`config.mk`:
```
export PLATFORM = sky130hd
export DESIGN_NAME = booth_pp_accum_pipe
export DESIGN_NICKNAME = d
export VERILOG_FILES = /design/src/rtl/booth_pp_accum_pipe.sv
export SDC_FILE = /design/constraint.sdc
export NUM_CORES = 1
export LEC_CHECK = 0
export CORE_ASPECT_RATIO = 0.5
export CORE_MARGIN = 5
export CORE_UTILIZATION = 54
export DETAILED_ROUTE_END_ITERATION = 10
export PLACE_DENSITY_LB_ADDON = 0.08
export SYNTH_ARGS = -nofsm -noshare
export SYNTH_HDL_FRONTEND = slang
export SYNTH_SLANG_ARGS = --single-unit
```
`constraint.sdc`:
```
create_clock -name clk -period 4.98 [get_ports clk]
set_clock_uncertainty 0.1 [all_clocks]
set_input_delay 0.498 -clock clk [delete_from_list [all_inputs] [get_ports clk]]
set_output_delay 0.498 -clock clk [all_outputs]
set_load 0.03 [all_outputs]
```
`src/rtl/booth_pp_accum_pipe.sv`:
```
`default_nettype none
// =============================================================================
// booth_pp_accum_pipe
// Sums the two radix-4 Booth partial products per beat and optionally
// accumulates the products (MAC) in a two-register valid/ready pipeline.
// Revision: 1.0
// =============================================================================
module booth_pp_accum_pipe #(
   parameter int ACC_W = 16
) (
   input  logic             clk,
   input  logic             rst_n,
   input  logic             in_valid,
   output logic             in_ready,
   input  logic [7:0]       in_pp0,
   input  logic [7:0]       in_pp1,
   input  logic             in_acc_en,
   input  logic             in_last,
   output logic             out_valid,
   input  logic             out_ready,
   output logic [7:0]       out_prod,
   output logic [ACC_W-1:0] out_acc,
   output logic             out_ovf,
   output logic             out_last
);

   localparam int c_PROD_W = 8;

   logic                r_s1_v;
   logic [c_PROD_W-1:0] r_s1_pp0;
   logic [c_PROD_W-1:0] r_s1_pp1;
   logic                r_s1_acc_en;
   logic                r_s1_last;

   logic                r_s2_v;
   logic [c_PROD_W-1:0] r_s2_prod;
   logic [ACC_W-1:0]    r_s2_acc;
   logic                r_s2_ovf;
   logic                r_s2_last;
   logic                r_group_closed;

   logic                w_s1_load;
   logic                w_s2_load;
   logic                w_new_group;
   logic [c_PROD_W-1:0] w_prod;
   logic [ACC_W-1:0]    w_prod_sext;
   logic [ACC_W-1:0]    w_base;
   logic [ACC_W-1:0]    w_sum;
   logic                w_sum_ovf;
   logic                w_ovf_next;

   assign w_s2_load = r_s1_v & (~r_s2_v | out_ready);
   assign in_ready  = ~r_s1_v | w_s2_load;
   assign w_s1_load = in_valid & in_ready;

   // The S2 accumulator register doubles as the running MAC state.
   assign w_new_group = ~r_s1_acc_en | r_group_closed;
   assign w_prod      = r_s1_pp0 + r_s1_pp1;
   assign w_prod_sext = {{(ACC_W-c_PROD_W){w_prod[c_PROD_W-1]}}, w_prod};
   assign w_base      = w_new_group ? '0 : r_s2_acc;
   assign w_sum       = w_base + w_prod_sext;
   assign w_sum_ovf   = (w_base[ACC_W-1] == w_prod_sext[ACC_W-1]) &&
                        (w_sum[ACC_W-1] != w_base[ACC_W-1]);
   assign w_ovf_next  = (w_new_group ? 1'b0 : r_s2_ovf) | w_sum_ovf;

   always_ff @(posedge clk or negedge rst_n) begin
      if (!rst_n) begin
         r_s1_v      <= 1'b0;
         r_s1_pp0    <= '0;
         r_s1_pp1    <= '0;
         r_s1_acc_en <= 1'b0;
         r_s1_last   <= 1'b0;
      end else if (w_s1_load) begin
         r_s1_v      <= 1'b1;
         r_s1_pp0    <= in_pp0;
         r_s1_pp1    <= in_pp1;
         r_s1_acc_en <= in_acc_en;
         r_s1_last   <= in_last;
      end else if (w_s2_load) begin
         r_s1_v      <= 1'b0;
      end
   end

   always_ff @(posedge clk or negedge rst_n) begin
      if (!rst_n) begin
         r_s2_v         <= 1'b0;
         r_s2_prod      <= '0;
         r_s2_acc       <= '0;
         r_s2_ovf       <= 1'b0;
         r_s2_last      <= 1'b0;
         r_group_closed <= 1'b0;
      end else if (w_s2_load) begin
         r_s2_v         <= 1'b1;
         r_s2_prod      <= w_prod;
         r_s2_acc       <= w_sum;
         r_s2_ovf       <= w_ovf_next;
         r_s2_last      <= r_s1_last;
         r_group_closed <= r_s1_last;
      end else if (out_ready) begin
         r_s2_v         <= 1'b0;
      end
   end

   assign out_valid = r_s2_v;
   assign out_prod  = r_s2_prod;
   assign out_acc   = r_s2_acc;
   assign out_ovf   = r_s2_ovf;
   assign out_last  = r_s2_last;

endmodule
`default_nettype wire
```
## After elaboration in Yosys (flattened, before gate mapping)

Index checks and enable logic that the tools add are counted.

- Reductions and logical operators: 3
- Bitwise operators: 9
- Add/sub/neg operators: 2
- Multiplexer cells: 6
- Equal/unequal tests: 2

Operator list:

| operator | count |
|---|---|
| adder 16 bit | 1 |
| 2-to-1 mux 16 bit | 1 |
| adder 8 bit | 1 |
| 2-to-1 mux 1 bit | 5 |
| bitwise OR 1 bit | 4 |
| nonzero test 2 bit | 2 |
| NOT 1 bit | 3 |
| bitwise AND 1 bit | 2 |
| equality test 1 bit | 1 |
| logical AND 1 bit | 1 |
| != test 1 bit | 1 |

- Output and inout port bits: 28
- Word-level logic and storage cells: 32
- Flip-flop bits (word level): 46
- Input bits: 22

## Longest topological paths before layout

Gate-level depths: netlist of the first run.

- Depth in word-level cells: 7
- Gate-level depth with buffers: 16
- Depth with buffers taken out: 16

## Worst setup path before layout of the first run

Ideal clock, no wire load.

- Kind: register to register
- Start point: reg r_s1_pp0[0]
- End point: reg r_s2_acc[15], in the netlist out_acc[15]
- Slack: 1.150 ns
- Data arrival time: 3.592 ns
- Required time: 4.742 ns
- Cell stages (with the launch flop): 16
- Library setup time: 0.138 ns
- Buffers on the path: 0
- Clock period less this slack: 3.830 ns
- Path through: dfrtp_1 -> ha_1 -> fa_1 -> a21o_1 -> a21oi_1 -> o21bai_1 -> a21oi_1 -> xnor2_1 -> ha_1 -> or4_1 -> o22a_1 -> and4_4 -> a211o_1 -> a211oi_2 -> mux2i_1 -> o311ai_1

- Cells in the longest elaborated chain, start to end: 2

Ends and longest elaborated chain:

| item | line | source |
|---|---|---|
| from (decl) | 30 | `logic [c_PROD_W-1:0] r_s1_pp0;` |
| from (signal assigned) | 75 | `r_s1_pp0 <= in_pp0;` |
| adder 8 bit | 58 | `assign w_prod = r_s1_pp0 + r_s1_pp1;` |
| via w_prod[6] | 45 | `logic [c_PROD_W-1:0] w_prod;` |
| adder 16 bit | 61 | `assign w_sum = w_base + w_prod_sext;` |
| to (signal assigned) | 95 | `r_s2_acc <= w_sum;` |
| to (decl) | 37 | `logic [ACC_W-1:0] r_s2_acc;` |

The timed path passes the listed nets, and every way through them passes these cells.
A chain may end at the register's enable or synchronous reset.

## Final worst setup path of the first run

Ends and elaborated chain as after synthesis.

==> results of run 1 <==
cells by family after synthesis:
kind of cell             count (synthesis)  synth area share (%)
AO/OA/AOI/OAI                           80                 18.56
XOR/XNOR                                18                 5.290
adder cells (fa/ha/maj)                 22                 9.572
buffers and inverters                   18                 2.309
flip-flops                              46                 38.62
multiplexers                            22                 8.144
AND/OR/NAND/NOR                        107                 17.51
worst max-delay path, cell delays in order (launching register included):
cell and delay (ps):
dfrtp_1 390, ha_1 240, fa_1 410, a21o_1 190
a21oi_1 240, o21bai_1 110, a21oi_1 180, xnor2_1 110
ha_1 240, or4_1 410, o22a_1 260, and4_4 200
a211o_1 300, a211oi_2 350, mux2i_1 250, o311ai_1 110
state kept, by name (all words and copies together) (netlist names):
register and cells:
out_ovf 1, out_valid 1, r_s1_v 1, r_s1_acc_en 1, r_s1_pp1 8, r_s1_pp0 8, out_prod 8, out_last 1
r_s1_last 1, out_acc 16
placed cells by master, fill, tap and decap left out, drive strengths merged, types with 12 or more instances in the layout:
| master | count |
|---|---|
| and2 | 16 |
| ha | 18 |
| o21ai | 23 |
| mux2 | 18 |
| nor2 | 12 |
| dfrtp | 46 |
| clkdlybuf4s50 | 48 |
| xnor2 | 15 |
| nand2 | 61 |
| a21oi | 15 |
power by group through the flow:
stage / Clock (mW) / Combinational [mW] / Sequential (mW)
floorplan: 0 / 0.764 / 0.769
global placement: 0 / 1.32 / 0.579
detailed placement: 0 / 1.35 / 0.587
CTS: 0.288 / 1.35 / 0.581
global route: 0.309 / 1.47 / 0.599
finish: 0.280 / 1.35 / 0.580
final cells by class:
cell class                 instances  area [µm²]
inverter                           6       22.52
multi-input combinational        249        1760
clock buffer                       6       72.57
sequential                        46        1151
timing repair buffer              51       500.5
clock inverter                     2       37.54
tap                               73       91.34
fill                             451        1784
metal layers:
metal / GRT usage, % / share of wire [%] / up-vias
li1: - / - / 1207
met1: 26.50 / 47 / 1195
met2: 33.29 / 48 / 53
met3: 4.545 / 3.7 / 10
met4: 4.246 / 1.1 / 0
met5: 0 / 0 / -
per-stage QoR:
| step | hold slack [ps] | utilization, % |
|---|---|---|
| final | 288.4 | 67.08 |
| after global routing | 386.2 | 67.08 |
| after CTS | 316.2 | 67.08 |
| after global placement | 343.6 | 65.05 |
| after detailed placement | 360.3 | 65.05 |
| after floorplan | 102.4 | - |
final timing paths:
path                       cells past startpoint  slack, ps           to         from
setup reg to reg                              15        760  out_acc[15]  r_s1_pp0[0]
max in group asynchronous                      1       3850  out_acc[12]        rst_n
hold / removal                                 1        290  out_prod[1]        rst_n
setup / recovery                              15        760  out_acc[15]  r_s1_pp0[0]
min in group clk                               2        380  out_prod[7]  out_prod[7]
hold reg to reg                                2        380  out_prod[7]  out_prod[7]
==> out/metrics.csv, run 1 <==
metric,value,unit
Post-Syn Nets,355,
Rel. slew slack,29.67,%
cts hold-fix bufs,0,
die area,7195,µm²
final RePlAce weighted congestion,0.8529,
Critical Path AT,4290,ps
synth top area cells,"dfrtp_1, ha_1, nand2_1",
Routed Antenna Nets,0,
Ports,50,
first-pass GRT wire length,11800,µm
Die Width,115.1,µm
drt initial violations,169,
Area Overhead vs Synth,22.00,%
Worst VDD drop,379.5,µV
post-CTS setup buffers,0,
worst hold path class,primary input to asynchronous set/reset pin,
CTS buffer count,5,
Netlist Area Pre-Place,2980,µm²
pin count of the biggest net entering global routing,47,
vias in the first global route,2488,
First-pass DRT Iterations,4,
"Design Area, Final",3636,µm²
overall power,2.211,mW
P_leak,1.614,nW
Cell Pwr Density,608.1,nW/µm²
Worst Tran Pin Value,1055,ps
CTS sink count,46,
setup violators final,0,
core region area,5420,µm²
initial antenna violation count,0,
CP max FO,4,
# port buffers,49,
maximum clock rate,0.2369,GHz
Worst Path Required,5050,ps
min cycle time layout,4221,ps
crit end category,register,
Syn Inst Count,313,
TritonCTS clock tree,yes,
Clk pwr share,12.7,%
ANT cells,0,
most common cell in the netlist,nand2_1,
via count,2465,
GR Util All Layers,19.94,%
most frequent cells after synthesis,"nand2_1, dfrtp_1, ha_1, mux2_2, and2_1",
worst skew pair latency,300,ps
Comb power frac,61.1,%
fin cells,433,
DRC Markers,0,
Yosys top cell by area,dfrtp_1,
#FFs+latches synth,46,
Nets,401,
Fin Setup TNS,0,ps
Synth top area share,38.62,%
mean area per synthesized cell,9.522,µm²
cts repair resizes,0,
dpl ws,784.5,ps
Sequential Power Share,26.2,%
unrepaired setup endpoints after global routing,false,
Net Sw Frac,45.28,%
Die Y-Extent,62.53,µm
num rows,19,
total grt overflow,0,
max cap viols,0,
starting density of the core,54.99,%
Post-synth EDFFs,0,
NetSw,1.001,mW
"Slew Viols, Final",0,
placed instance count,425,
synth warn,0,
Post-DP Area,3526,µm²
Final Hold Vio Count,0,
CTS H-tree depth,2,
root buf cell,clkbuf_8,
sequential fraction of the synthesis area,38.62,%
Routed WL,6781,µm
wire per inst,15.66,µm
Yosys cell types,51,
share of cells above drive strength 1,10.00,%
"CTS clk-pin slew, worst paths",90,ps
outcome,finished clean,
final period utilization,84.76,%
Clock Path Buffers,2,
"Top FF cell, synth",dfrtp_1,
crit start category,register,
worst setup margin,758.7,ps
placed wire-length estimate,4990,µm
fraction of registers with async set/reset,100.0,%
WS Path Type,register to register,
Cell Int Power,1.210,mW
post-DR vias/cell,5.693,
No activity file was read; power rests on OpenSTA's default activity.
==> inputs of run 2 (changes only) <==
Clock period 4.98 ns to 4.05 ns, I/O delays scaled along.
==> run 2 against run 1 <==
  * Setup slack lost 610 ps
  * Die area is the same
  * Core utilization grew 0.67 points
  * Highest routed layer unchanged
  * Clock power grew 4%
  * Final area grew 1.0%
  * Critical path depth is the same
  * Register-to-register slack lost 610 ps
  * Total power grew 23%
  * Flip-flop and latch count is the same
  * Clock-buffer cell count shrank 1
  * Combinational power grew 27%
  * Largest power group unchanged
  * Critical endpoint unchanged
  * Non-clock buffer count grew 4
  * Critical path type unchanged
==> out/metrics.csv, run 2 (synthesis gave the netlist of run 1 again) <==
metric,value,unit,change
Clock Path Buffers,2,,unchanged
"CTS clk-pin slew, worst paths",100,ps,was 90 ps
crit end category,register,,unchanged
final period utilization,96.35,%,was 84.76%
dpl ws,-54.35,ps,was 784.5 ps
First-pass DRT Iterations,4,,unchanged
worst hold path class,primary input to asynchronous set/reset pin,,unchanged
Nets,405,,was 401
"Design Area, Final",3672,µm²,was 3636 µm²
initial antenna violation count,0,,unchanged
die area,7195,µm²,unchanged
drt initial violations,142,,was 169
Ports,50,,unchanged
CP max FO,3,,was 4
vias in the first global route,2562,,was 2488
placed wire-length estimate,5173,µm,was 4990 µm
pin count of the biggest net entering global routing,47,,unchanged
GR Util All Layers,20.68,%,was 19.94%
root buf cell,clkbuf_8,,unchanged
crit start category,register,,unchanged
CTS sink count,46,,unchanged
Worst Path Required,4100,ps,was 5050 ps
num rows,19,,unchanged
starting density of the core,54.99,%,unchanged
Hold Worst Slack,198.1,ps,was 288.4 ps
TritonCTS clock tree,yes,,unchanged
Cell Pwr Density,737.8,nW/µm²,was 608.1 nW/µm²
Crit-path slowest cell,dfrtp_1,,was fa_1
via count,2499,,was 2465
ANT cells,0,,unchanged
total grt overflow,0,,unchanged
final core occ,67.75,%,was 67.08%
worst setup margin,147.6,ps,was 758.7 ps
"Slew Viols, Final",0,,unchanged
DRC Markers,0,,unchanged
Reg2Reg Depth,15,,unchanged
outcome,finished clean,,unchanged
CTS buffer count,5,,unchanged
post-DR vias/cell,5.719,,was 5.693
Die Width,115.1,µm,unchanged
Worst Tran Pin Value,1086,ps,was 1055 ps
worst skew pair latency,300,ps,about the same
Crit path depth,15,,unchanged
final RePlAce weighted congestion,0.8719,,was 0.8529
WS Path Type,register to register,,unchanged
Die Y-Extent,62.53,µm,unchanged
share of cells above drive strength 1,12.64,%,was 10.00%
maximum clock rate,0.2563,GHz,was 0.2369 GHz
Critical Path AT,3950,ps,was 4290 ps
min cycle time layout,3902,ps,was 4221 ps
Final Hold Vio Count,0,,unchanged
cell mode on critical path,a21oi_2,,
max reg flops,16,,unchanged
CP peak stage delay,400,ps,was 410 ps
Worst VDD drop,418.5,µV,was 379.5 µV
CP bufs+invs,0,,unchanged
max cap viols,0,,unchanged
Area Overhead vs Synth,23.22,%,was 22.00%
setup violators final,0,,unchanged
first-pass GRT wire length,12160,µm,was 11800 µm
# port buffers,49,,unchanged
overall power,2.710,mW,was 2.211 mW
wire per inst,15.98,µm,was 15.66 µm
CTS H-tree depth,2,,unchanged
Post-DP Area,3548,µm²,was 3526 µm²
core region area,5420,µm²,unchanged
Routed WL,6982,µm,was 6781 µm
Routed Antenna Nets,0,,unchanged
"commonest non-fill, non-tap cell in the layout",nand2_1,,unchanged
crit path cell chain,ha_2 -> fa_2 -> a21o_1 -> a21oi_2 -> o21bai_1 -> a21oi_2 -> xnor2_1 -> ha_1 -> or4_1 -> o22a_1 -> and4_4 -> a211o_1 -> a211oi_4 -> mux2i_1 -> o311ai_1,,was ha_1 -> fa_1 -> a21o_1 -> a21oi_1 -> o21bai_1 -> a21oi_1 -> xnor2_1 -> ha_1 -> or4_1 -> o22a_1 -> and4_4 -> a211o_1 -> a211oi_2 -> mux2i_1 -> o311ai_1
"commonest cells after routing, fill and taps aside","nand2_1, clkdlybuf4s50_1, dfrtp_1",,unchanged
Top Family by Delay on Critical Path,compound AO/OA/AOI/OAI gates,,unchanged
Rel. slew slack,27.59,%,was 29.67%
P_leak,1.631,nW,was 1.614 nW
## run 2: per-stage QoR
stage	std cells	TNS [ps]
after global routing	437	-16.55
after detailed placement	428	-76.51
after global placement	428	0
final	437	0
after floorplan	313	0
after CTS	436	0
## run 2: final cells by class
class | count | area [µm²]
multi-input cells | 249 | 1787
fillers | 447 | 1748
flip-flops and latches | 46 | 1151
repair buffers | 55 | 530.5
well taps | 73 | 91.34
clock buffers | 5 | 68.82
inverters | 6 | 22.52
clock inverters | 3 | 21.27
## run 2: power breakdown
group	switching [mW]	internal [mW]	total, mW
clock	0.170	0.122	0.292
combinational	0.986	0.721	1.71
sequential	0.102	0.609	0.711
total	1.26	1.45	2.71
## run 2: what timing repair did
item                       4_1_cts  5_1_grt
setup endpoints to repair        2        4
hold buffers                     0        0
pin swaps                        1        4
buffers inserted                 0        1
gates resized for setup          3        3
hold endpoints to repair         0        0
## run 2: final timing paths
kind,from,end,slack [ps]
max,r_s1_pp0[0],out_acc[15],150
min,rst_n,out_prod[1],200
max reg2reg,r_s1_pp0[0],out_acc[15],150
min reg2reg,out_prod[7],out_prod[7],380
max in group asynchronous,rst_n,r_s1_pp1[7],2980
min in group clk,out_prod[7],out_prod[7],380
## run 2: layer usage
metal | up-vias | global-route usage (%) | part of all wire, %
li1 | 1210 | - | -
met2 | 49 | 35.23 | 49
met1 | 1235 | 27.77 | 46
met5 | - | 0 | 0
met3 | 5 | 3.772 | 4.0
met4 | 0 | 3.660 | 0.60
